<file path="src/rtl/flag_unit_if.sv">
// rtl/flag_unit_if.sv - ALU/FSM-side and checker-side signal bundle for flag_unit.
interface flag_unit_if #(
   parameter int WIDTH = 32
);
   logic [WIDTH-1:0] ALUResult;
   logic             ALUCarryOut;
   logic             SrcAMsb;
   logic             SrcBMsb;
   logic [1:0]       ALUControl;
   logic [1:0]       FlagW;
   logic             CondEx;
   logic             CondExCapture;
   logic             RegW;
   logic             MemW;
   logic             PCS;
   logic             NextPC;
   logic [3:0]       Flags;
   logic             CondExR;
   logic             RegWrite;
   logic             MemWrite;
   logic             PCWrite;

   modport master (
      output ALUResult, ALUCarryOut, SrcAMsb, SrcBMsb, ALUControl, FlagW,
             CondEx, CondExCapture, RegW, MemW, PCS, NextPC,
      input  Flags, CondExR, RegWrite, MemWrite, PCWrite
   );

   modport slave (
      input  ALUResult, ALUCarryOut, SrcAMsb, SrcBMsb, ALUControl, FlagW,
             CondEx, CondExCapture, RegW, MemW, PCS, NextPC,
      output Flags, CondExR, RegWrite, MemWrite, PCWrite
   );
endinterface

</file>
<file path="src/rtl/flag_unit.sv">
// rtl/flag_unit.sv - NZCV flag register, CondEx capture and write-strobe gating.
// Optional CONDEX_BYPASS_EN: gate with live CondEx in the capture cycle.
module flag_unit #(
   parameter int WIDTH = 32
) (
   input logic        clk,
   input logic        reset,
   flag_unit_if.slave bus
);
   logic [3:0] flags_q;
   logic       condex_r;
   logic       n_n, n_z, n_c, n_v;
   logic       is_logic;
   logic       gate_en;
   logic [1:0] flag_write;

   always_comb begin
      is_logic = bus.ALUControl[1];
      n_n      = bus.ALUResult[WIDTH-1];
      n_z      = (bus.ALUResult == '0);
      n_c      = bus.ALUCarryOut & ~is_logic;
      // Overflow: operand signs agree (after SUB inversion of B) but result sign differs from A.
      n_v      = ~(bus.ALUControl[0] ^ bus.SrcAMsb ^ bus.SrcBMsb)
                 & (bus.SrcAMsb ^ bus.ALUResult[WIDTH-1]) & ~is_logic;
   end

   always_comb begin
`ifdef CONDEX_BYPASS_EN
      gate_en = bus.CondExCapture ? bus.CondEx : condex_r;
`else
      gate_en = condex_r;
`endif
      flag_write = bus.FlagW & {2{gate_en}};
   end

   always_ff @(posedge clk) begin
      if (reset) begin
         flags_q  <= 4'b0000;
         condex_r <= 1'b0;
      end else begin
         if (bus.CondExCapture)
            condex_r <= bus.CondEx;
         if (flag_write[1])
            flags_q[3:2] <= {n_n, n_z};
         if (flag_write[0])
            flags_q[1:0] <= {n_c, n_v};
      end
   end

   assign bus.Flags    = flags_q;
   assign bus.CondExR  = condex_r;
   assign bus.RegWrite = bus.RegW & gate_en;
   assign bus.MemWrite = bus.MemW & gate_en;
   assign bus.PCWrite  = bus.NextPC | (bus.PCS & gate_en);
endmodule

</file>
<file path="src/flat_wrapper.sv">
// flat-port wrapper written by rule: the top's interface ports become plain ports
module flag_unit_flat 
#(
   parameter int WIDTH = 32
)
  (clk, reset, bus_ALUResult, bus_ALUCarryOut, bus_SrcAMsb, bus_SrcBMsb, bus_ALUControl, bus_FlagW, bus_CondEx, bus_CondExCapture, bus_RegW, bus_MemW, bus_PCS, bus_NextPC, bus_Flags, bus_CondExR, bus_RegWrite, bus_MemWrite, bus_PCWrite);
  flag_unit_if #(.WIDTH(WIDTH)) bus_i ();
  input logic clk;
  input logic reset;
  input wire logic [$bits(bus_i.ALUResult)-1:0] bus_ALUResult;
  input wire logic [$bits(bus_i.ALUCarryOut)-1:0] bus_ALUCarryOut;
  input wire logic [$bits(bus_i.SrcAMsb)-1:0] bus_SrcAMsb;
  input wire logic [$bits(bus_i.SrcBMsb)-1:0] bus_SrcBMsb;
  input wire logic [$bits(bus_i.ALUControl)-1:0] bus_ALUControl;
  input wire logic [$bits(bus_i.FlagW)-1:0] bus_FlagW;
  input wire logic [$bits(bus_i.CondEx)-1:0] bus_CondEx;
  input wire logic [$bits(bus_i.CondExCapture)-1:0] bus_CondExCapture;
  input wire logic [$bits(bus_i.RegW)-1:0] bus_RegW;
  input wire logic [$bits(bus_i.MemW)-1:0] bus_MemW;
  input wire logic [$bits(bus_i.PCS)-1:0] bus_PCS;
  input wire logic [$bits(bus_i.NextPC)-1:0] bus_NextPC;
  output wire logic [$bits(bus_i.Flags)-1:0] bus_Flags;
  output wire logic [$bits(bus_i.CondExR)-1:0] bus_CondExR;
  output wire logic [$bits(bus_i.RegWrite)-1:0] bus_RegWrite;
  output wire logic [$bits(bus_i.MemWrite)-1:0] bus_MemWrite;
  output wire logic [$bits(bus_i.PCWrite)-1:0] bus_PCWrite;
  assign bus_i.ALUResult = bus_ALUResult;
  assign bus_i.ALUCarryOut = bus_ALUCarryOut;
  assign bus_i.SrcAMsb = bus_SrcAMsb;
  assign bus_i.SrcBMsb = bus_SrcBMsb;
  assign bus_i.ALUControl = bus_ALUControl;
  assign bus_i.FlagW = bus_FlagW;
  assign bus_i.CondEx = bus_CondEx;
  assign bus_i.CondExCapture = bus_CondExCapture;
  assign bus_i.RegW = bus_RegW;
  assign bus_i.MemW = bus_MemW;
  assign bus_i.PCS = bus_PCS;
  assign bus_i.NextPC = bus_NextPC;
  assign bus_Flags = bus_i.Flags;
  assign bus_CondExR = bus_i.CondExR;
  assign bus_RegWrite = bus_i.RegWrite;
  assign bus_MemWrite = bus_i.MemWrite;
  assign bus_PCWrite = bus_i.PCWrite;
  flag_unit #(.WIDTH(WIDTH)) u_core (.clk(clk), .reset(reset), .bus(bus_i));
endmodule
</file>
<file path="config.mk">
export PLATFORM = sky130hd
export DESIGN_NAME = flag_unit_flat
export DESIGN_NICKNAME = d
export VERILOG_FILES = /design/src/rtl/flag_unit_if.sv /design/src/rtl/flag_unit.sv /design/src/flat_wrapper.sv
export SDC_FILE = /design/constraint.sdc
export NUM_CORES = 1
export LEC_CHECK = 0
export CAP_MARGIN = 25
export CORE_MARGIN = 2
export CORE_UTILIZATION = 21
export CTS_BUF_LIST = sky130_fd_sc_hd__clkbuf_16
export DETAILED_ROUTE_END_ITERATION = 6
export PLACE_DENSITY = 0.94
export SLEW_MARGIN = 15
export SYNTH_ARGS = -nofsm -noshare
export SYNTH_HDL_FRONTEND = slang
export SYNTH_SLANG_ARGS = --single-unit
</file>
<file path="constraint.sdc">
create_clock -name clk -period 3.05 [get_ports clk]
set_input_delay 0.305 -clock clk [delete_from_list [all_inputs] [get_ports clk]]
set_output_delay 0.305 -clock clk [all_outputs]
set_load 0.02 [all_outputs]
</file>
==> metrics.yaml <==
leakagePower_uw: 0.0003439
max_stage_delay_ns: 0.59
worst_clock_skew_ns: 0.0004077
relSlewSlack_pct: 84.03
timing.fmax_mhz: 567.0
instances_no_fill: 112
cts_max_level: 1
synth_nets: 86
grt_max_degree: 9
ys_seq_area_share_pct: 32.79
fp.dieW_um: 42.13
die_h_um: 42.13
ant_nets: 0
gp_congestion: 0.6090
cp_top_family: "buffers and inverters"
fin_area_um2: 943.4
synthesis.area_um2: 305.3
yosysWarningCount: 0
p_switching_uw: 62.78
syn-instance-count: 39
maxSlewViolCount: 0
drcViolationCount: 0
max_slew.worst_pin.slew_ns: 0.2373
rsz0062_at_grt: "false"
cts_max_path_buffers: 2
place_inst: 108
drive_gt1_share_pct: 4.124
post_synth_num_cell_types: 18
ctsHoldBuffers: 0
hold_path.class: "flop to flop"
dp_hpwl_um: 1026
syn2layout_area_growth_pct: 209.0
ctsResizeCount: 0
rows: 13
synth_top_area_share_pct: 32.79
p_int_uw: 299.7
numClockSinks: 5
worst-path-stages: 3
wl_per_cell_um: 10.05
num_vias: 538
initial_core_util_pct: 22.89
arrival_ns: 1.46
die_area_um2: 1775
end_kind: "output port"
start_kind: "input pin"
finalWorstSetupSlack_ns: 1.286
required_ns: 2.74
fin_util_pct: 70.73
final_nets: 145
status: "finished clean"
drt_iter0_drc: 1
cts_root_buf: "clkbuf_16"
ys_seq_elements: 5
diodes: 0
cts_tree: "done"
place_area_um2: 864.6
synth_top_area_cell: "dfxtp_1"
synthTopCellsByArea: "dfxtp_1, nor4_1, mux2i_1"
worst-path-buf-inv: 2
fin_setup_tns_ns: 0
worstSetupPathType: "input pin to output port"
power_frac_comb_pct: 22.6
firstDrtPassIters: 3
power.density_nw_per_um2: 384.2
reg2reg_depth: 4
grt_pass1_vias: 529
cp_common_cell: "clkdlybuf4s50_1"
grt_overflow: 0
crit_chain: "clkdlybuf4s50_1 -> and2_1 -> clkdlybuf4s50_1"
finalHoldViolCount: 0
portBuffers: 54
ir_worst_vdd_mv: 0.2721
avgSynthCellArea_um2: 7.828
seqPwrFrac_pct: 19.1
cp_slowest_cell: "clkdlybuf4s50_1"
finalCriticalPeriod_ns: 1.764
setup_viol_count_final: 0
grt_pass1_wl_um: 1897
hold_path_depth: 2
post_cts_buffers: 0
pre_cts_ws_ns: 1.278
wl_um: 1126
coreArea_um2: 1334
path_max_fanout: 1
clock_power_share_pct: 58.3
ios: 55
routed_via_density: 4.804
swShare_pct: 17.32
antenna_found_initial: 0
clk_pin_slew_ns: 0.03
drv_cap: 0
numCtsBuffers: 3
period_share_pct: 57.83
clk_latency_ns: 0.23
grt_use_total_pct: 14.60
sequential cells by signal, summed over array words and instances (netlist names):
signal              flops
u_core.bus.Flags        4
u_core.bus.CondExR      1
metrics by stage:
step	power, µW	hold slack [ns]
global route	379.8	0.4847
detailed placement	152.9	0.4561
CTS	367.8	0.4606
finish	362.4	0.4597
global placement	151.9	0.4436
floorplan	84.02	0.3674
cell type report:
| type | count | area (µm²) |
|---|---|---|
| timing repair buffer | 54 | 540.5 |
| fill | 120 | 390.4 |
| multi-input combinational | 34 | 205.2 |
| sequential | 5 | 100.1 |
| clock buffer | 3 | 75.07 |
| tap | 15 | 18.77 |
| clock inverter | 1 | 3.754 |
worst min-delay path, delay by kind of cell, from the launching register on:
| family | cells | cell delay (ns) |
|---|---|---|
| simple gates | 1 | 0.05 |
| flops | 1 | 0.30 |
| compound gates | 1 | 0.05 |
cell usage after synthesis (all sizes together):
cell	instances
nand3	2
nor2	2
xor2	1
a21oi	3
o31ai	1
and2	2
nand4	1
dfxtp	5
mux2i	2
nor3	2
or3	1
a21o	1
nor2b	2
nor4	7
nor3b	1
nand3b	1
nand2	5
power by group through the flow:
stage,Combinational (µW),Clock [µW],Sequential [µW]
global route,87.7,223,69.5
detailed placement,82.8,0,70.1
floorplan,12.4,0,71.6
finish,82.0,211,69.1
global placement,82.0,0,69.9
CTS,83.0,216,69.1
kinds of logic after synthesis:
logic type | share of synthesized area (%)
muxes | 6.558
AOI/OAI and AO/OA | 11.07
DFF | 32.79
and+or+nand+nor | 46.73
xor gates and xnor gates | 2.869
path summary, 6_finish.rpt:
path,slack (ns),end,start
worst min-delay path,0.46,u_core.bus.Flags[3],u_core.bus.Flags[3]
worst max register to register,1.97,u_core.bus.Flags[2],u_core.bus.CondExR
worst max-delay path,1.29,bus_RegWrite,bus_RegW
worst min register to register,0.46,u_core.bus.Flags[3],u_core.bus.Flags[3]
cells in the final DEF (no fill, tap or decap):
cell	n
clkdlybuf4s50_1	54
nor4_1	7
nand2_1	5
dfxtp_1	5
clkbuf_16	3
and2_1	2
nand3_1	2
a21oi_1	2
nor2b_1	2
mux2i_1	2
nor3_1	2
nor2_1	2
a21o_1	1
xor2_1	1
or3_1	1
a21oi_2	1
nand4_1	1
nand3b_1	1
o31ai_1	1
nor3b_1	1
inv_1	1
metal layers:
metal,GRT usage [%],up-vias,wire [µm]
met5,0,-,0
met4,11.25,0,26
met3,8.190,4,205
met2,24.06,46,517
met1,13.14,225,377
li1,-,263,-
Power figures use the tool's default switching activity.
